## src/rtl/rx_frame_sr.sv

```systemverilog
// UART receive frame capture: shifts serial bits into a frame register, checks stop bits
// and publishes completed words through a data_ready/data_read holding register.
// Optional parity slot and parity_error output when RX_PARITY_EN is defined.
module rx_frame_sr #(
  parameter int DATA_BITS  = 8,
  parameter int STOP_BITS  = 1,
  parameter int MSB_FIRST  = 0,
  parameter int PARITY_ODD = 0
) (
  input  logic                 clk,
  input  logic                 n_rst,
  input  logic                 frame_start,
  input  logic                 shift_strobe,
  input  logic                 serial_in,
  input  logic                 data_read,
  output logic [DATA_BITS-1:0] packet_data,
  output logic                 stop_bit,
  output logic                 frame_done,
  output logic                 framing_error,
  output logic                 data_ready,
  output logic                 overrun_error
`ifdef RX_PARITY_EN
  ,
  output logic                 parity_error
`endif
);

`ifdef RX_PARITY_EN
  localparam int PAR = 1;
`else
  localparam int PAR = 0;
`endif
  localparam int FRAME = DATA_BITS + PAR + STOP_BITS;
  localparam int CW    = $clog2(FRAME + 1);
  localparam logic [CW-1:0] LAST = CW'(FRAME - 1);
  localparam logic [CW-1:0] FULL = CW'(FRAME);

  logic [FRAME-1:0]     sr;
  logic [CW-1:0]        cnt;
  logic                 done_pend;
  logic                 shift_en;
  logic [DATA_BITS-1:0] field;
  logic                 stop_all;

  // NOTE: every signal gets a default at the top of always_comb so no path can infer a latch.
  always_comb begin
    shift_en = shift_strobe && !frame_start && (cnt != FULL);
    field    = '0;
    for (int i = 0; i < DATA_BITS; i++) begin
      field[i] = (MSB_FIRST != 0) ? sr[DATA_BITS-1-i] : sr[i];
    end
    stop_all = &sr[FRAME-1 -: STOP_BITS];
  end

  // NOTE: state registers use non-blocking assignments so all flops update from pre-edge values.
  // NOTE: the shift register is reset to the idle-line value (all 1s), not left uninitialised.
  always_ff @(posedge clk or negedge n_rst) begin
    if (!n_rst) begin
      sr        <= '1;
      cnt       <= '0;
      done_pend <= 1'b0;
    end else begin
      done_pend <= shift_en && (cnt == LAST);
      if (frame_start) begin
        sr  <= '1;
        cnt <= '0;
      end else if (shift_en) begin
        sr  <= {serial_in, sr[FRAME-1:1]};
        cnt <= cnt + CW'(1);
      end
    end
  end

  // Publish one cycle after the last bit lands; a read in the same cycle suppresses overrun.
  always_ff @(posedge clk or negedge n_rst) begin
    if (!n_rst) begin
      packet_data   <= '0;
      stop_bit      <= 1'b0;
      frame_done    <= 1'b0;
      framing_error <= 1'b0;
      data_ready    <= 1'b0;
      overrun_error <= 1'b0;
`ifdef RX_PARITY_EN
      parity_error  <= 1'b0;
`endif
    end else begin
      frame_done <= done_pend;
      if (done_pend) begin
        packet_data   <= field;
        stop_bit      <= stop_all;
        framing_error <= ~stop_all;
        data_ready    <= 1'b1;
        overrun_error <= data_ready & ~data_read;
`ifdef RX_PARITY_EN
        parity_error  <= ((^sr[DATA_BITS:0]) != (PARITY_ODD != 0));
`endif
      end else if (data_read && data_ready) begin
        data_ready    <= 1'b0;
        overrun_error <= 1'b0;
      end
    end
  end

`ifndef RX_PARITY_EN
  logic unused_parity_cfg;
  assign unused_parity_cfg = (PARITY_ODD != 0);
`endif

endmodule

```

## config.mk

```make
export PLATFORM = sky130hd
export DESIGN_NAME = rx_frame_sr
export DESIGN_NICKNAME = d
export VERILOG_FILES = /design/src/rtl/rx_frame_sr.sv
export SDC_FILE = /design/constraint.sdc
export NUM_CORES = 1
export LEC_CHECK = 0
export ABC_AREA = 1
export CAP_MARGIN = 20
export CORE_UTILIZATION = 34
export CTS_CLUSTER_SIZE = 16
export DETAILED_ROUTE_END_ITERATION = 10
export GPL_TIMING_DRIVEN = 0
export PLACE_DENSITY = 0.57
export SLEW_MARGIN = 20
export SYNTH_ARGS = -nofsm -noshare
export SYNTH_HDL_FRONTEND = slang
export SYNTH_SLANG_ARGS = --single-unit
export TNS_END_PERCENT = 1
```

## constraint.sdc

```tcl
create_clock -name clk -period 1.6 [get_ports clk]
set_input_delay 0.32 -clock clk [delete_from_list [all_inputs] [get_ports clk]]
set_output_delay 0.32 -clock clk [all_outputs]
set_load 0.005 [all_outputs]
```

==> flow_metrics.env <==
export IMPL_route_detailed_drc=0
export IMPL_hold_viol=0
export IMPL_routabilityCongestion=0.731
export IMPL_power_leakage_nw=0.728
export IMPL_clk_latency_ns=0.31
export IMPL_final_cells=193
export IMPL_fin_worst_skew_ns=0.00168
export IMPL_row_count=21
export IMPL_cts_setup_buffers=0
export IMPL_synth_main_ff_cell="dfrtp_1"
export IMPL_critPathCaptureType="output pin"
export IMPL_synthArstFlopShare_pct=100
export IMPL_drt_pass1_iter_count=4
export IMPL_cts_clk_slew_worst_paths_ns=0.14
export IMPL_maxSlewViolCount=0
export IMPL_critical_path_slowest_cell="clkdlybuf4s50_1"
export IMPL_power_density_nw_per_um2=775
export IMPL_clockBufferDepth=2
export IMPL_reg2reg_from="cnt[1]$_DFFE_PN0P_"
export IMPL_synth_edff_count=0
export IMPL_cts_resized=0
export IMPL_place_hpwl_um=1510
export IMPL_fmax_mhz=660
export IMPL_critPathLaunchType="flop"
export IMPL_holdCritStartpoint="done_pend$_DFF_PN0_"
export IMPL_ff2ff_setup_slack_ns=0.32
export IMPL_cpPeakStageDelay_ns=0.50
export IMPL_num_antenna_cells=0
export IMPL_vias=833
export IMPL_synth_area_um2=1200
export IMPL_overflow=0
export IMPL_rsz0062_at_grt="false"
export IMPL_antenna_left=0
export IMPL_rr_worst_depth=8
export IMPL_setup_violations_final=0
export IMPL_tightest_slew_ns=0.592
export IMPL_grt_max_degree=28
export IMPL_cap_violations=0
export IMPL_outcome="finished, final reports clean"
export IMPL_cp_top_family="buffers and inverters"
export IMPL_areaGrowthSynthToFinish_pct=22.6
export IMPL_dp_cells=188
export IMPL_pwr_share_comb_pct=10.3
export IMPL_vias_per_cell=4.32
export IMPL_start_util_pct=35.6
export IMPL_cts_buffers=3
export IMPL_io_pins=19
export IMPL_holdWs_ns=0.393
export IMPL_grt_pass1_wl_um=3310
export IMPL_critPathArrivalTime_ns=1.20
export IMPL_worstSetupPathType="reg -> out"
export IMPL_drive_above_1_share_pct=21.8
export IMPL_cp_num_buf_inv=1
export IMPL_wl_per_cell_um=10.4
export IMPL_wl_um=2010
export IMPL_swShare_pct=24.2
export IMPL_antenna_found_initial=0
export IMPL_core_area_um2=3360
export IMPL_fin_crit_sh_pct=94.7
export IMPL_finalCriticalPeriod_ns=1.52
export IMPL_slew_headroom_pct=60.6
export IMPL_dieWidth_um=61.3
export IMPL_yosysWarnings=0
export IMPL_hold_depth=0
export IMPL_grt_usage_pct=12.1
export IMPL_grt_pass1_vias=742
export IMPL_worstPathRequired_ns=1.28
export IMPL_irDropWorstVdd_uv=369
export IMPL_p_clk_share_pct=24.9
export IMPL_die_area_um2=3760
export IMPL_cts_root_buffer="clkbuf_4"
export IMPL_cp_cell_sequence="clkdlybuf4s50_1"
export IMPL_p_sw_mw=0.275
export IMPL_synth_seq_cells=27
export IMPL_syn_inst=124
export IMPL_clock_sinks=27
export IMPL_h_tree_depth=1
export IMPL_seqPwrFrac_pct=64.8
export IMPL_intPower_mw=0.862
export IMPL_die_y_um=61.3
export IMPL_dr_first_iter_drc_count=31
export IMPL_hp_class="reg -> reg"
export IMPL_finalNetCount=157
export IMPL_crit_fanout=3
export IMPL_seq_area_frac_synth_pct=57.4
export IMPL_reg2reg_to="cnt[0]$_DFFE_PN0P_"
export IMPL_portBuffers=18
export IMPL_synth_fp_nets=133
export IMPL_yosysUniqueCellTypes=26
export IMPL_hold_end="frame_done$_DFF_PN0_"
export IMPL_synth_area_per_cell_um2=9.66
export IMPL_cts_tree="yes"
-- cell usage in the layout, fill, tap and decap left out, types with 2 or more instances in the layout --
| cell | n |
|---|---|
| o21ai_2 | 2 |
| o21ai_0 | 7 |
| inv_2 | 2 |
| clkbuf_4 | 3 |
| dfstp_2 | 9 |
| buf_2 | 2 |
| inv_1 | 10 |
| nor2_1 | 2 |
| dfrtp_1 | 18 |
| ha_1 | 3 |
| nand3_1 | 6 |
| nand4_2 | 2 |
| nand2_1 | 47 |
| clkdlybuf4s50_1 | 17 |
| o21ai_1 | 2 |
-- state kept, by name (all words and copies together), names as in the netlist --
signal / flops
cnt: 4
data_ready: 1
done_pend: 1
frame_done: 1
framing_error: 1
overrun_error: 1
packet_data: 8
sr: 9
stop_bit: 1
-- area by class of cell --
cell class | instances | area, µm²
fill | 356 | 1900
timing repair buffer | 19 | 185
buffer | 4 | 36.3
clock buffer | 3 | 22.5
inverter | 14 | 68.8
multi-input combinational | 79 | 405
tap | 46 | 57.6
sequential | 27 | 687
clock inverter | 1 | 5.00
-- layer usage --
| layer | global-route usage [%] | wire, µm | vias to the layer above |
|---|---|---|---|
| met3 | 2.52 | 61 | 2 |
| met2 | 20.8 | 960 | 15 |
| met4 | 4.13 | 13 | 0 |
| li1 | - | - | 434 |
| met1 | 15.2 | 975 | 382 |
| met5 | 0 | 0 | - |
-- how the worst max path moves through the flow --
| stage | start | end | slack [ns] | cells past startpoint |
|---|---|---|---|---|
| floorplan | cnt[1]$_DFFE_PN0P_ | cnt[0]$_DFFE_PN0P_ | 0.42 | 8 |
| global placement | n_rst | cnt[3]$_DFFE_PN0P_ | -0.15 | 1 |
| detailed placement | frame_start | cnt[2]$_DFFE_PN0P_ | 0.11 | 6 |
| CTS | packet_data[0]$_DFFE_PN0P_ | packet_data[0] | 0.07 | 1 |
| global route | packet_data[6]$_DFFE_PN0P_ | packet_data[6] | 0.006 | 1 |
| finish | data_ready$_DFFE_PN0P_ | data_ready | 0.08 | 1 |
-- stage by stage --
| stage | worst slack [ns] | utilization, % | TNS [ns] | cell area (µm²) | power (mW) |
|---|---|---|---|---|---|
| 2_1_floorplan | 0.417 | - | 0 | 1200 | 0.820 |
| 3_3_place_gp | -0.145 | 42.7 | -2.60 | 1440 | 0.863 |
| 3_5_place_dp | 0.107 | 42.5 | 0 | 1430 | 0.868 |
| 4_1_cts | 0.0690 | 43.6 | 0 | 1470 | 1.15 |
| 5_1_grt | 0.00646 | 43.6 | 0 | 1470 | 1.21 |
| 6_report | 0.0845 | 43.6 | 0 | 1470 | 1.14 |
-- power groups by stage --
stage / Sequential (mW) / Clock [mW] / Combinational (mW)
2_1_floorplan: 0.744 / 0 / 0.0767
3_3_place_gp: 0.748 / 0 / 0.116
6_report: 0.737 / 0.283 / 0.118
4_1_cts: 0.737 / 0.296 / 0.121
5_1_grt: 0.741 / 0.331 / 0.134
3_5_place_dp: 0.749 / 0 / 0.118
-- cells in the mapped netlist, types with 2 or more instances --
cell | instances | share of area [%]
nand3_1 | 6 | 2.5
inv_1 | 10 | 3.1
o21ai_2 | 2 | 1.5
nor2_1 | 2 | 0.63
inv_2 | 2 | 0.63
nand2_1 | 47 | 15
dfrtp_1 | 18 | 38
nand4_2 | 2 | 2.1
dfstp_2 | 9 | 20
o21ai_1 | 2 | 0.84
ha_1 | 3 | 3.1
o21ai_0 | 7 | 2.9
-- repair_timing --
item                                    in CTS  in global routing
endpoints found under the hold margin        1                  0
endpoints found under the setup margin       0                  0
hold buffers                                 1                  0
-- cells by family (layout without fill, tap and decap cells) --
family                   after synthesis  count (layout)  share of synthesized area [%]
AO/OA/AOI/OAI                         13              13                           6.90
adder cells (fa/ha/maj)                3               3                           3.14
buffers and inverters                 18              41                           8.78
flip-flops                            27              27                           57.4
AND/OR/NAND/NOR                       63              63                           23.8
No activity file was read; power rests on OpenSTA's default activity.
